--- config.mk ---
export PLATFORM = sky130hd
export DESIGN_NAME = sevseg_scan_decoder
export DESIGN_NICKNAME = d
export VERILOG_FILES = /design/src/rtl/sevseg_pkg.sv /design/src/rtl/seg_to_nibble.sv /design/src/rtl/sevseg_scan_decoder.sv
export SDC_FILE = /design/constraint.sdc
export NUM_CORES = 1
export LEC_CHECK = 0
export CORE_UTILIZATION = 50
export CTS_CLUSTER_DIAMETER = 50
export CTS_CLUSTER_SIZE = 16
export DETAILED_ROUTE_END_ITERATION = 7
export HOLD_SLACK_MARGIN = 0.1
export PLACE_DENSITY = 0.71
export SYNTH_ARGS = -nofsm -noshare
export SYNTH_HDL_FRONTEND = slang
export SYNTH_SLANG_ARGS = --single-unit
--- constraint.sdc ---
create_clock -name clk -period 3.7 [get_ports clk]
set_clock_uncertainty 0.2 [all_clocks]
set_input_delay 0.74 -clock clk [delete_from_list [all_inputs] [get_ports clk]]
set_output_delay 0.74 -clock clk [all_outputs]
set_load 0.02 [all_outputs]
--- src/rtl/sevseg_pkg.sv ---
// Shared encodings for the seven-segment scan decoder: display modes and
// active-low segment patterns (bit0=a .. bit6=g, 0 = lit).
package sevseg_pkg;

    typedef logic [2:0] mode_t;

    localparam mode_t MODE_NUM   = 3'b111;
    localparam mode_t MODE_STR   = 3'b101;
    localparam mode_t MODE_BLANK = 3'b000;

    localparam logic [6:0] SEG_BLANK = 7'b1111111;

    localparam logic [6:0] SEG_STR_C = 7'b1000110;
    localparam logic [6:0] SEG_STR_O = 7'b1000000;
    localparam logic [6:0] SEG_STR_N = 7'b0101011;
    localparam logic [6:0] SEG_STR_F = 7'b0001110;

    localparam logic [6:0] SEG_HEX_0 = 7'b1000000;
    localparam logic [6:0] SEG_HEX_1 = 7'b1111001;
    localparam logic [6:0] SEG_HEX_2 = 7'b0100100;
    localparam logic [6:0] SEG_HEX_3 = 7'b0110000;
    localparam logic [6:0] SEG_HEX_4 = 7'b0011001;
    localparam logic [6:0] SEG_HEX_5 = 7'b0010010;
    localparam logic [6:0] SEG_HEX_6 = 7'b0000010;
    localparam logic [6:0] SEG_HEX_7 = 7'b1111000;
    localparam logic [6:0] SEG_HEX_8 = 7'b0000000;
    localparam logic [6:0] SEG_HEX_9 = 7'b0010000;
    localparam logic [6:0] SEG_HEX_A = 7'b0001000;
    localparam logic [6:0] SEG_HEX_B = 7'b0000011;
    localparam logic [6:0] SEG_HEX_C = 7'b1000110;
    localparam logic [6:0] SEG_HEX_D = 7'b0100001;
    localparam logic [6:0] SEG_HEX_E = 7'b0000110;
    localparam logic [6:0] SEG_HEX_F = 7'b0001110;

endpackage

--- src/rtl/seg_to_nibble.sv ---
// Combinational reverse lookup of one active-low segment pattern into a hex
// nibble; hit_o is low for patterns outside the hex table.
module seg_to_nibble
    import sevseg_pkg::*;
(
    input  logic [6:0] seg_i,
    output logic       hit_o,
    output logic [3:0] nibble_o
);

    always_comb begin
        hit_o    = 1'b1;
        nibble_o = 4'h0;
        case (seg_i)
            SEG_HEX_0: nibble_o = 4'h0;
            SEG_HEX_1: nibble_o = 4'h1;
            SEG_HEX_2: nibble_o = 4'h2;
            SEG_HEX_3: nibble_o = 4'h3;
            SEG_HEX_4: nibble_o = 4'h4;
            SEG_HEX_5: nibble_o = 4'h5;
            SEG_HEX_6: nibble_o = 4'h6;
            SEG_HEX_7: nibble_o = 4'h7;
            SEG_HEX_8: nibble_o = 4'h8;
            SEG_HEX_9: nibble_o = 4'h9;
            SEG_HEX_A: nibble_o = 4'hA;
            SEG_HEX_B: nibble_o = 4'hB;
            SEG_HEX_C: nibble_o = 4'hC;
            SEG_HEX_D: nibble_o = 4'hD;
            SEG_HEX_E: nibble_o = 4'hE;
            SEG_HEX_F: nibble_o = 4'hF;
            default:   hit_o    = 1'b0;
        endcase
    end

endmodule

--- src/rtl/sevseg_scan_decoder.sv ---
// Rebuilds a 4-digit hex value and display mode from a multiplexed active-low
// seven-segment bus, publishing only after STABLE_FRAMES identical frames.
module sevseg_scan_decoder
    import sevseg_pkg::*;
#(
    parameter int unsigned STABLE_FRAMES  = 2,
    parameter int unsigned TIMEOUT_CYCLES = 4096,
    parameter int unsigned CNT_W          = 13
) (
    input  logic        clk,
    input  logic        rst_n,
    input  logic [6:0]  seg,
    input  logic [3:0]  an,
    output logic [15:0] value,
    output logic [2:0]  mode,
    output logic        value_valid,
    output logic        frame_err
);

    localparam logic [CNT_W-1:0] TMO_LAST = CNT_W'(TIMEOUT_CYCLES - 1);
    localparam logic [3:0]       SF       = 4'(STABLE_FRAMES);

    logic [6:0]       seg_q;
    logic [3:0]       an_q;
    logic [3:0][6:0]  slot_q, slot_d;
    logic [3:0]       seen_q, seen_d;
    logic             done_q, done_d;
    logic [CNT_W-1:0] tmo_q, tmo_d;
    mode_t            cand_mode_q, cand_mode_d;
    logic [15:0]      cand_val_q, cand_val_d;
    logic [3:0]       match_q, match_d;
    mode_t            mode_q, mode_d;
    logic [15:0]      value_q, value_d;
    logic             vv_q, vv_d;
    logic             ferr_q, ferr_d;

    logic [3:0]       strobe;
    logic             one_low, idle, illegal;
    logic [3:0]       hit;
    logic [3:0][3:0]  nib;
    logic             cls_ok;
    mode_t            cls_mode;
    logic [15:0]      cls_val;
    logic             same;

    for (genvar g = 0; g < 4; g++) begin : g_dec
        seg_to_nibble u_dec (
            .seg_i    (slot_q[g]),
            .hit_o    (hit[g]),
            .nibble_o (nib[g])
        );
    end

    assign strobe  = ~an_q;
    assign one_low = (strobe != '0) && ((strobe & (strobe - 4'd1)) == '0);
    assign idle    = (an_q == '1);
    assign illegal = !idle && !one_low;

    // String match is tested before hex so the "O" of CONF never reads as 0.
    always_comb begin
        cls_ok   = 1'b1;
        cls_mode = MODE_NUM;
        cls_val  = nib;
        if (slot_q == {4{SEG_BLANK}}) begin
            cls_mode = MODE_BLANK;
            cls_val  = '0;
        end else if (slot_q == {SEG_STR_C, SEG_STR_O, SEG_STR_N, SEG_STR_F}) begin
            cls_mode = MODE_STR;
            cls_val  = '0;
        end else if (!(&hit)) begin
            cls_ok = 1'b0;
        end
    end

    assign same = ({cls_mode, cls_val} == {cand_mode_q, cand_val_q});

    always_comb begin
        slot_d      = slot_q;
        seen_d      = seen_q;
        done_d      = 1'b0;
        tmo_d       = tmo_q;
        cand_mode_d = cand_mode_q;
        cand_val_d  = cand_val_q;
        match_d     = match_q;
        mode_d      = mode_q;
        value_d     = value_q;
        vv_d        = 1'b0;
        ferr_d      = 1'b0;

        if (illegal) begin
            seen_d = '0;
            tmo_d  = '0;
            ferr_d = 1'b1;
        end else if (one_low) begin
            for (int unsigned i = 0; i < 4; i++) begin
                if (strobe[i]) slot_d[i] = seg_q;
            end
            tmo_d = '0;
            if ((seen_q | strobe) == '1) begin
                seen_d = '0;
                done_d = 1'b1;
            end else begin
                seen_d = seen_q | strobe;
            end
        end else if (seen_q != '0) begin
            if (tmo_q == TMO_LAST) begin
                seen_d = '0;
                tmo_d  = '0;
                ferr_d = 1'b1;
            end else begin
                tmo_d = tmo_q + CNT_W'(1);
            end
        end

        // A completed frame is judged one cycle after its last capture; an
        // illegal strobe arriving in that cycle wins and the frame is dropped.
        if (done_q && !illegal) begin
            if (!cls_ok) begin
                ferr_d = 1'b1;
            end else begin
                if (same) begin
                    match_d = (match_q == 4'hF) ? match_q : match_q + 4'd1;
                end else begin
                    cand_mode_d = cls_mode;
                    cand_val_d  = cls_val;
                    match_d     = 4'd1;
                end
                if ((match_d == SF) && !(same && match_q == SF) &&
                    ({cls_mode, cls_val} != {mode_q, value_q})) begin
                    mode_d  = cls_mode;
                    value_d = cls_val;
                    vv_d    = 1'b1;
                end
            end
        end
    end

    always_ff @(posedge clk or negedge rst_n) begin
        if (!rst_n) begin
            seg_q       <= '1;
            an_q        <= '1;
            slot_q      <= '0;
            seen_q      <= '0;
            done_q      <= 1'b0;
            tmo_q       <= '0;
            cand_mode_q <= MODE_BLANK;
            cand_val_q  <= '0;
            match_q     <= '0;
            mode_q      <= MODE_BLANK;
            value_q     <= '0;
            vv_q        <= 1'b0;
            ferr_q      <= 1'b0;
        end else begin
            seg_q       <= seg;
            an_q        <= an;
            slot_q      <= slot_d;
            seen_q      <= seen_d;
            done_q      <= done_d;
            tmo_q       <= tmo_d;
            cand_mode_q <= cand_mode_d;
            cand_val_q  <= cand_val_d;
            match_q     <= match_d;
            mode_q      <= mode_d;
            value_q     <= value_d;
            vv_q        <= vv_d;
            ferr_q      <= ferr_d;
        end
    end

    assign value       = value_q;
    assign mode        = mode_q;
    assign value_valid = vv_q;
    assign frame_err   = ferr_q;

endmodule

== Word level (Yosys, flattened, before mapping) ==
Cells that the tools add are included.

* $add $sub $neg: 3
* Equality and inequality tests: 70
* Muxes and demuxes: 40
* Bitwise operators: 5
* Reduce and logical (&&, ||, !) cells: 32

{| class="wikitable"
|+ Operators by type and width
! cell !! number
|-
| 4-bit one-hot mux with 15 select lines || 4
|-
| 7-bit == test, second input constant || 16
|-
| 7-bit by 5-bit == test with 1-bit output, second input constant || 12
|-
| 7-bit by 6-bit == test with 1-bit output, second input constant || 12
|-
| 16-bit OR reduction || 4
|-
| 28-bit == test, second input constant || 2
|-
| 7-bit by 2-bit == test with 1-bit output, second input constant || 8
|-
| 7-bit by 4-bit == test with 1-bit output, second input constant || 8
|-
| 13-bit two-way mux || 4
|-
| 4-bit two-way mux || 9
|-
| 16-bit two-way mux || 2
|-
| 7-bit by 3-bit == test with 1-bit output, second input constant || 4
|-
| 7-bit zero test || 4
|-
| 19-bit == test || 1
|-
| 1-bit two-way mux || 19
|-
| 19-bit != test || 1
|-
| 3-bit AND reduction || 6
|-
| 13-bit by 1-bit adder with 13-bit output, second input constant || 1
|-
| 13-bit by 12-bit == test with 1-bit output, second input constant || 1
|-
| 4-bit == test, second input constant || 3
|-
| 4-bit by 2-bit == test with 1-bit output, second input constant || 2
|-
| 4-bit nonzero test || 2
|-
| 1-bit logical AND || 6
|-
| 3-bit nonzero test || 2
|-
| 12 further kinds || 17
|}

* Flip-flop bits (word level): 101
* Bits of input ports: 13
* Word-level logic and storage cells: 166

== Depth between registers and ports, before layout ==
Gate-level depths: netlist (run 1).

* Depth in word-level cells: 16
* Gate-level depth with buffers: 12
* Depth with buffers taken out: 9

== Cells and area by module ==
A second synthesis (run 1) with hierarchy kept.

* Cell total of the unflattened synthesis: 719
* Area, all modules: 6481.2 µm²

{| class="wikitable"
|+ By module, submodules not included
! module !! times used !! cells each !! area each (µm²) !! sequential area each (µm²)
|-
| sevseg_scan_decoder || 1 || 495 || 5024.8 || 2491.1
|-
| seg_to_nibble || 4 || 56 || 364.1 || 0.0
|}

== Worst setup path before layout (run 1) ==
Ideal clock, no wire load.

* Kind: reg2reg
* Start point: register slot_q[17] in the netlist's numbering
* End point: register mode_q[1], in the netlist mode[1]
* Library setup time: 0.128 ns
* Data arrival time: 3.362 ns
* Data required time: 3.372 ns
* Slack: 0.011 ns
* Stages on the path, launching flop included: 12
* Buffers on the path: 2
* Period minus slack after synthesis: 3.689 ns
* Cells stage by stage: dfrtp_1 clkbuf_1 nand4_1 nor4_1 nand3_1 mux2i_1 a221o_1 a2111oi_4 nand4_4 a2111oi_4 buf_6 mux2_1

* Cells in the longest elaborated chain, start to end: 12
* Elaborated cells between the ends (all ways): 40

{| class="wikitable"
|+ Ends and longest elaborated chain
! element !! RTL line !! source
|-
| start, declared || sevseg_scan_decoder.sv:25 || <nowiki>logic [3:0][6:0] slot_q, slot_d;</nowiki>
|-
| start signal, assigned || sevseg_scan_decoder.sv:156 || <nowiki>slot_q <= slot_d;</nowiki>
|-
| 7-bit by 4-bit == test with 1-bit output (tied with other cells) || seg_to_nibble.sv:14 || <nowiki>case (seg_i)</nowiki>
|-
| 4-bit one-hot mux with 15 select lines || seg_to_nibble.sv:14 ||
|-
| 16-bit two-way mux || sevseg_scan_decoder.sv:67 || <nowiki>end else if (slot_q == {SEG_STR_C, SEG_STR_O, SEG_STR_N, SEG_STR_F}) begin</nowiki>
|-
| 16-bit two-way mux || sevseg_scan_decoder.sv:64 || <nowiki>if (slot_q == {4{SEG_BLANK}}) begin</nowiki>
|-
| 19-bit == test || sevseg_scan_decoder.sv:75 || <nowiki>assign same = ({cls_mode, cls_val} == {cand_mode_q, cand_val_q});</nowiki>
|-
| 4-bit two-way mux || sevseg_scan_decoder.sv:121 || <nowiki>if (same) begin</nowiki>
|-
| 4-bit two-way mux || sevseg_scan_decoder.sv:118 || <nowiki>if (!cls_ok) begin</nowiki>
|-
| 4-bit two-way mux || sevseg_scan_decoder.sv:117 || <nowiki>if (done_q && !illegal) begin</nowiki>
|-
| 4-bit by 2-bit == test with 1-bit output || sevseg_scan_decoder.sv:128 || <nowiki>if ((match_d == SF) && !(same && match_q == SF) &&</nowiki>
|-
| 1-bit logical AND (2 in a row) || sevseg_scan_decoder.sv:128 ||
|-
| 3-bit AND reduction (no source line) || -- ||
|-
| end signal, assigned || sevseg_scan_decoder.sv:163 || <nowiki>mode_q <= mode_d;</nowiki>
|-
| end, declared || sevseg_scan_decoder.sv:32 || <nowiki>mode_t mode_q, mode_d;</nowiki>
|}

Parallel ways exist; a longest one is shown, timed or not. The select of a mux whose other input is x is not followed.
A chain may end at the register's enable or synchronous reset.

== Final worst setup path (run 1) ==
* Start point: register slot_q[24] in the netlist's numbering
* End point: register value_q[11], in the netlist value[11]

* Cells in the longest elaborated chain, start to end: 12
* Elaborated cells between the ends (all ways): 40

{| class="wikitable"
|+ Ends and longest elaborated chain
! element !! RTL line !! source
|-
| 7-bit by 4-bit == test with 1-bit output (tied with other cells) || seg_to_nibble.sv:14 ||
|-
| 4-bit one-hot mux with 15 select lines || seg_to_nibble.sv:14 ||
|-
| 16-bit two-way mux || sevseg_scan_decoder.sv:67 ||
|-
| 16-bit two-way mux || sevseg_scan_decoder.sv:64 ||
|-
| 19-bit == test || sevseg_scan_decoder.sv:75 ||
|-
| 4-bit two-way mux || sevseg_scan_decoder.sv:121 ||
|-
| 4-bit two-way mux || sevseg_scan_decoder.sv:118 ||
|-
| 4-bit two-way mux || sevseg_scan_decoder.sv:117 ||
|-
| 4-bit by 2-bit == test with 1-bit output || sevseg_scan_decoder.sv:128 ||
|-
| 1-bit logical AND (2 in a row) || sevseg_scan_decoder.sv:128 ||
|-
| 3-bit AND reduction (no source line) || -- ||
|-
| end signal, assigned || sevseg_scan_decoder.sv:164 || <nowiki>value_q <= value_d;</nowiki>
|-
| end, declared || sevseg_scan_decoder.sv:33 || <nowiki>logic [15:0] value_q, value_d;</nowiki>
|}

Parallel ways exist; a longest one is shown, timed or not. The select of a mux whose other input is x is not followed.

==> flow_metrics.py, run 1 <==
metrics = {
    "outcome": {
        "outcome": "completed",
    },
    "global_routing": {
        "grt-ovfl-total": 0,
        "grt_pass1_vias": 5023,
        "grt_max_degree": 61,
        "antenna_found_initial": 0,
        "grt_pass1_wl_um": 25200,
        "track_usage": 0.253,
    },
    "setup_path": {
        "crit_path_end_kind": "flop",
        "critical_path_class": "flop to flop",
        "cp_data_required_time_ns": 3.74,
        "critical_path.max_fanout": 10,
        "worstPathArrival_ns": 3.57,
        "startpoint_type": "flop",
    },
    "job": {
        "maxCapViolCount": 0,
    },
    "route": {
        "routedWlPerCell_um": 17.9,
        "firstDrtPassIters": 5,
        "vias_per_cell": 6.08,
        "antenna_left": 0,
        "drc": 0,
        "routed_wl_um": 15400,
        "via_count": 5224,
        "drt-initial-drc-count": 301,
    },
    "sta": {
        "tightest_slew_ns": 0.739,
        "grt_setup_unrepaired": "false",
        "slew_violations": 0,
        "fin_crit_ns": 3.53,
        "setup_viol": 0,
        "fin_setup_tns_ns": 0,
        "setup_ws_ns": 0.169,
        "max-slew-margin-rel": 0.504,
        "holdWs_ns": 0.149,
        "hold_viol": 0,
        "finalCritPeriodShare": 0.954,
        "clock.fmax_mhz": 283,
    },
    "layout": {
        "drive_above_1_share": 0.278,
        "fin_nets": 723,
        "insertedDiodeCount": 0,
        "final_area_um2": 7520,
        "syn_to_final_growth_pct": 22.0,
        "fill_cells": 995,
    },
    "placed_design": {
        "numPortBuffers": 33,
        "finalWeightedCongestion": 0.929,
        "dp_slack_ns": 0.0364,
        "dp_hpwl_um": 11600,
        "placed_cell_area_um2": 6990,
    },
    "floorplanning": {
        "std_cell_rows": 40,
        "io_pins": 34,
        "coreArea_um2": 12000,
        "start_util": 0.513,
        "die_w_um": 113,
        "die_area_um2": 12800,
        "die-height_um": 113,
    },
    "logic_synthesis": {
        "synth_edf_count": 0,
        "async_flop_share": 1.00,
        "yosysMostFrequentCell": "dfrtp_1",
        "synth_top_area_frac": 0.357,
        "netlist_area_um2": 6160,
        "yosysWarnings": 0,
        "syn_inst": 628,
        "ys_types": 78,
        "syn-num-nets": 644,
        "synth_commonest_cells": "dfrtp_1 (88), nor2_1 (54), mux2_2 (49)",
        "ys_top_cells_by_area": "dfrtp_1 (36%), mux2_2 (9.0%), dfstp_2 (4.7%)",
        "yosysSeqAreaShare": 0.404,
        "ys_seq_elements": 99,
        "yosysTopAreaCell": "dfrtp_1",
        "synth_ff_type": "dfrtp_1",
        "syn_avg_cell_area_um2": 9.82,
    },
    "clock_tree": {
        "cts-root-buf": "clkbuf_16",
        "htreeDepth": 3,
        "worstSkewPairLatency_ns": 0.36,
        "clockBufferDepth": 2,
        "hold_buffers": 0,
        "clk_pin_slew_worst_paths_ns": 0.07,
        "cts_num_sinks": 99,
        "cts_tree": "built",
        "cts_buffers": 9,
    },
    "power": {
        "power_density_nw_per_um2": 456,
        "max-vdd-ir-drop_mv": 0.383,
        "leakagePower_nw": 3.24,
    },
    "hold_path": {
        "hp-class": "primary input to asynchronous set/reset pin",
    },
}
-- path summary, 6_finish.rpt --
path / startpoint / end / slack, ns / cells after the start
worst max-delay path: slot_q[24] / value[11] / 0.17 / 13
worst min-delay path: rst_n / value[12] / 0.15 / 1
worst max register to register: slot_q[24] / value[11] / 0.17 / 13
worst min register to register: seen_q[2] / seen_q[2] / 0.34 / 2
max in group asynchronous: rst_n / slot_q[7] / 2.43 / 2
min in group clk: seen_q[2] / seen_q[2] / 0.34 / 2
-- registers in the layout, indices dropped and copies added, names as in the netlist --
register,cells
an_q,4
cand_mode_q,2
cand_val_q,16
done_q,1
frame_err,1
match_q,4
mode,2
seen_q,4
seg_q,7
slot_q,28
tmo_q,13
value,16
value_valid,1
-- timing repair --
item / in CTS / in global routing
setup buffers: 0 / 7
setup endpoints to repair: 0 / 29
resized for setup: 0 / 37
-- metal layers --
metal	GRT usage	vias up	routed length [um]	part of all wire
met5	0	-	0	0
met4	0.132	0	476	0.031
met3	0.0466	37	654	0.042
met2	0.398	134	7270	0.47
met1	0.336	2551	6990	0.45
li1	-	2502	-	-
-- metrics by stage --
stage                      util  power [mW]  std cells
final                     0.626        3.42        859
after global routing      0.626        3.61        859
after CTS                 0.610        3.37        851
after detailed placement  0.582        2.32        835
after global placement    0.582        2.30        835
after floorplan               -        1.97        628
-- cell usage in the layout (no fill, tap or decap), types with 5 or more instances in the layout --
cell type / n
a21oi_1: 18
a221o_1: 5
and3_1: 11
and3b_1: 5
buf_4: 70
clkbuf_16: 9
clkdlybuf4s50_1: 32
dfrtp_1: 74
dfrtp_2: 14
dfstp_2: 11
inv_1: 24
mux2_1: 6
mux2_2: 49
mux2i_1: 9
nand2_1: 43
nand3_1: 19
nand4_1: 18
nor2_1: 52
nor2b_1: 7
nor3_1: 20
nor4_1: 8
o2111ai_1: 5
o211ai_1: 8
o21ai_0: 19
or3_1: 8
xnor2_1: 13
xor2_1: 23
-- cells by family after synthesis --
kind of cell / share of synthesized area
xor gates and xnor gates: 0.0526
muxes: 0.115
AOI/OAI and AO/OA: 0.150
buffers and inverters: 0.0428
and+or+nand+nor: 0.230
adders and majority gates: 0.00609
DFF: 0.404
-- cell type report --
cell class	instances	area [um^2]	area share
clock buffer	9	225	0.0300
sequential	99	2510	0.334
inverter	24	90.1	0.0120
clock inverter	7	109	0.0145
multi-input combinational	469	3520	0.469
tap	147	184	0.0245
timing repair buffer	104	877	0.117
-- worst max-delay path, stage by stage, from the launching register on --
cell and delay [ns]:
dfrtp_1 0.42, buf_4 0.19, nand2_1 0.11, nor2b_1 0.16, nor3_1 0.05, a311oi_1 0.63
buf_4 0.24, xnor2_1 0.07, o311ai_0 0.11, nor4_1 0.09, buf_4 0.16, a2111oi_4 0.43
buf_4 0.22, mux2_1 0.33
-- power by group --
| part | switching [mW] | internal (mW) |
|---|---|---|
| Sequential | 0.177 | 1.18 |
| Clock | 0.434 | 0.606 |
| Combinational | 0.544 | 0.488 |
Note: power is estimated with default switching activity, not from simulation.
==> run 2: changes to the inputs <==
--- a/config.mk
+++ b/config.mk
@@ -5,12 +5,11 @@
 export SDC_FILE = /design/constraint.sdc
 export NUM_CORES = 1
 export LEC_CHECK = 0
-export CORE_UTILIZATION = 50
+export CORE_UTILIZATION = 35
 export CTS_CLUSTER_DIAMETER = 50
 export CTS_CLUSTER_SIZE = 16
 export DETAILED_ROUTE_END_ITERATION = 7
 export HOLD_SLACK_MARGIN = 0.1
-export PLACE_DENSITY = 0.71
 export SYNTH_ARGS = -nofsm -noshare
 export SYNTH_HDL_FRONTEND = slang
 export SYNTH_SLANG_ARGS = --single-unit
==> run 2 against run 1 <==
  * Sequential share of layout area down 0.55 points
  * Non-clock buffer count shrank 1
  * Clock-buffer cell count did not move
  * Wire length increased by 11%
  * Flip-flop and latch count unchanged
  * Global-route usage decreased by 6.0 points
  * Die area grew 42%
  * Maximum frequency shrank 1.0%
  * Via count is 0.98% higher
==> flow_metrics.py, run 2 (synthesis gave the netlist of run 1 again) <==
metrics = {
    "global_routing": {
        "track_usage": 0.194,
        "antenna_found_initial": 0,
        "grt_pass1_wl_um": 27100,
        "grt-ovfl-total": 0,
        "grt_pass1_vias": 5203,
        "grt_max_degree": 41,
    },
    "power": {
        "p_seq_frac": 0.400,
        "leakagePower_nw": 3.23,
        "swShare": 0.355,
        "p_switching_mw": 1.22,
        "p_int_mw": 2.22,
        "max-vdd-ir-drop_mv": 0.307,
        "power_mw": 3.44,
        "power_density_nw_per_um2": 449,
        "comb_power_share": 0.312,
        "p_clk_frac": 0.287,
    },
    "placed_design": {
        "numPortBuffers": 33,
        "dp_hpwl_um": 12500,
        "finalWeightedCongestion": 0.901,
        "dp_slack_ns": -0.0238,
    },
    "setup_path": {
        "path_common_cell": "buf_4",
        "cp_data_required_time_ns": 3.74,
        "slowest_stage": "a221o_1",
        "startpoint_type": "flop",
        "timing.rr.start": "slot_q[2]",
        "critical_path_class": "flop to flop",
        "cp_cell_sequence": "buf_4 -> nor2_1 -> a21oi_1 -> o32a_1 -> o211ai_1 -> o311ai_2 -> a221o_1 -> a2111oi_4 -> buf_4 -> mux2_2",
        "critical_path.max_fanout": 8,
        "r2r_end": "value[1]",
        "worstPathArrival_ns": 3.61,
        "reg2reg_depth": 10,
        "slowest_delay_ns": 0.47,
        "ff2ff_setup_slack_ns": 0.13,
        "crit_path_end_kind": "flop",
    },
    "floorplanning": {
        "io_pins": 34,
        "coreArea_um2": 17200,
        "die_area_um2": 18100,
        "die_w_um": 135,
        "std_cell_rows": 48,
        "start_util": 0.358,
        "die-height_um": 135,
    },
    "sta": {
        "tightest_slew_ns": 0.518,
        "holdWs_ns": 0.129,
        "fin_crit_ns": 3.57,
        "slew_violations": 0,
        "max-slew-margin-rel": 0.650,
        "clock.fmax_mhz": 280,
        "setup_ws_ns": 0.133,
        "setup_viol": 0,
        "finalCritPeriodShare": 0.964,
        "hold_viol": 0,
    },
    "route": {
        "drt-initial-drc-count": 403,
        "routed_wl_um": 17000,
        "firstDrtPassIters": 5,
        "routedWlPerCell_um": 18.2,
        "drc": 0,
        "vias_per_cell": 5.64,
        "antenna_left": 0,
        "via_count": 5275,
    },
    "outcome": {
        "outcome": "completed",
    },
    "clock_tree": {
        "cts_num_sinks": 99,
        "cts_tree": "built",
        "hold_buffers": 0,
        "clk_pin_slew_worst_paths_ns": 0.07,
        "cts_buffers": 9,
        "htreeDepth": 3,
        "cts-root-buf": "clkbuf_16",
        "worstSkewPairLatency_ns": 0.36,
        "clockBufferDepth": 2,
    },
    "layout": {
        "layout_common_cells": "dfrtp_1 (69), buf_4 (66), nor2_1 (52)",
        "insertedDiodeCount": 0,
        "final_common_cell": "dfrtp_1",
        "top_register": "slot_q",
        "fill_cells": 1644,
        "syn_to_final_growth_pct": 24.3,
        "largest_reg_flops": 28,
        "fin_nets": 722,
        "drive_above_1_share": 0.294,
    },
    "job": {
        "maxCapViolCount": 0,
    },
    "hold_path": {
        "hp-class": "primary input to asynchronous set/reset pin",
    },
}
[run 2: cell count changes in the layout (fill, tap and decap cells not counted), sizes merged]
cell and change:
inv -1, buf -1, bufinv -1, clkinv +2
[run 2: cell type report]
type	instances	area, um^2	share of cell area
multi-input cells	469	3590	0.468
flip-flops and latches	99	2510	0.328
repair buffers	103	881	0.115
well taps	225	282	0.0367
clock buffers	9	225	0.0294
inverters	24	90.1	0.0118
clock inverters	7	83.8	0.0109
[run 2: how the worst max path moves through the flow]
stage	startpoint	to	slack (ns)	depth (start not counted)
finish	slot_q[2]	value[1]	0.13	10
floorplan	slot_q[17]	mode[1]	0.01	11
global placement	slot_q[14]	value[9]	0.08	12
global route	slot_q[9]	value[1]	-0.03	11
CTS	slot_q[1]	value[3]	0.009	10
detailed placement	slot_q[4]	value[9]	-0.02	11
[run 2: worst max-delay path: cells and delay by family, from the launching register on]
kind	cells	cell delay (ns)
AOI/OAI and AO/OA	6	1.84
DFF	1	0.45
muxes	1	0.33
buffers and inverters	2	0.41
and+or+nand+nor	1	0.21
[run 2: per-layer routing]
| metal | up-vias | routed length [um] | track usage |
|---|---|---|---|
| li1 | 2490 | - | - |
| met2 | 141 | 8260 | 0.321 |
| met1 | 2618 | 7730 | 0.248 |
| met4 | 0 | 347 | 0.0680 |
| met5 | - | 0 | 0 |
| met3 | 26 | 695 | 0.0432 |
[run 2: timing repair]
action,in CTS,in global routing
gates resized for setup,1,55
buffers inserted,0,7
pin swaps,1,8
cloned,0,1
setup endpoints to repair,9,28
[run 2: power by group through the flow]
stage          Sequential [mW]  Clock [mW]  Combinational, mW
2_1_floorplan             1.26           0              0.711
3_3_place_gp              1.36           0              0.957
3_5_place_dp              1.37           0              0.975
4_1_cts                   1.35        1.01              0.978
5_1_grt                   1.39        1.06               1.17
6_report                  1.38       0.988               1.07
[run 2: metrics by stage]
step	utilization	area [um^2]	TNS [ns]	std cells
finish	0.445	7660	0	936
global route	0.445	7660	-0.0654	936
CTS	0.429	7390	0	928
detailed placement	0.411	7080	-0.114	912
global placement	0.411	7080	0	912
floorplan	-	6160	0	628
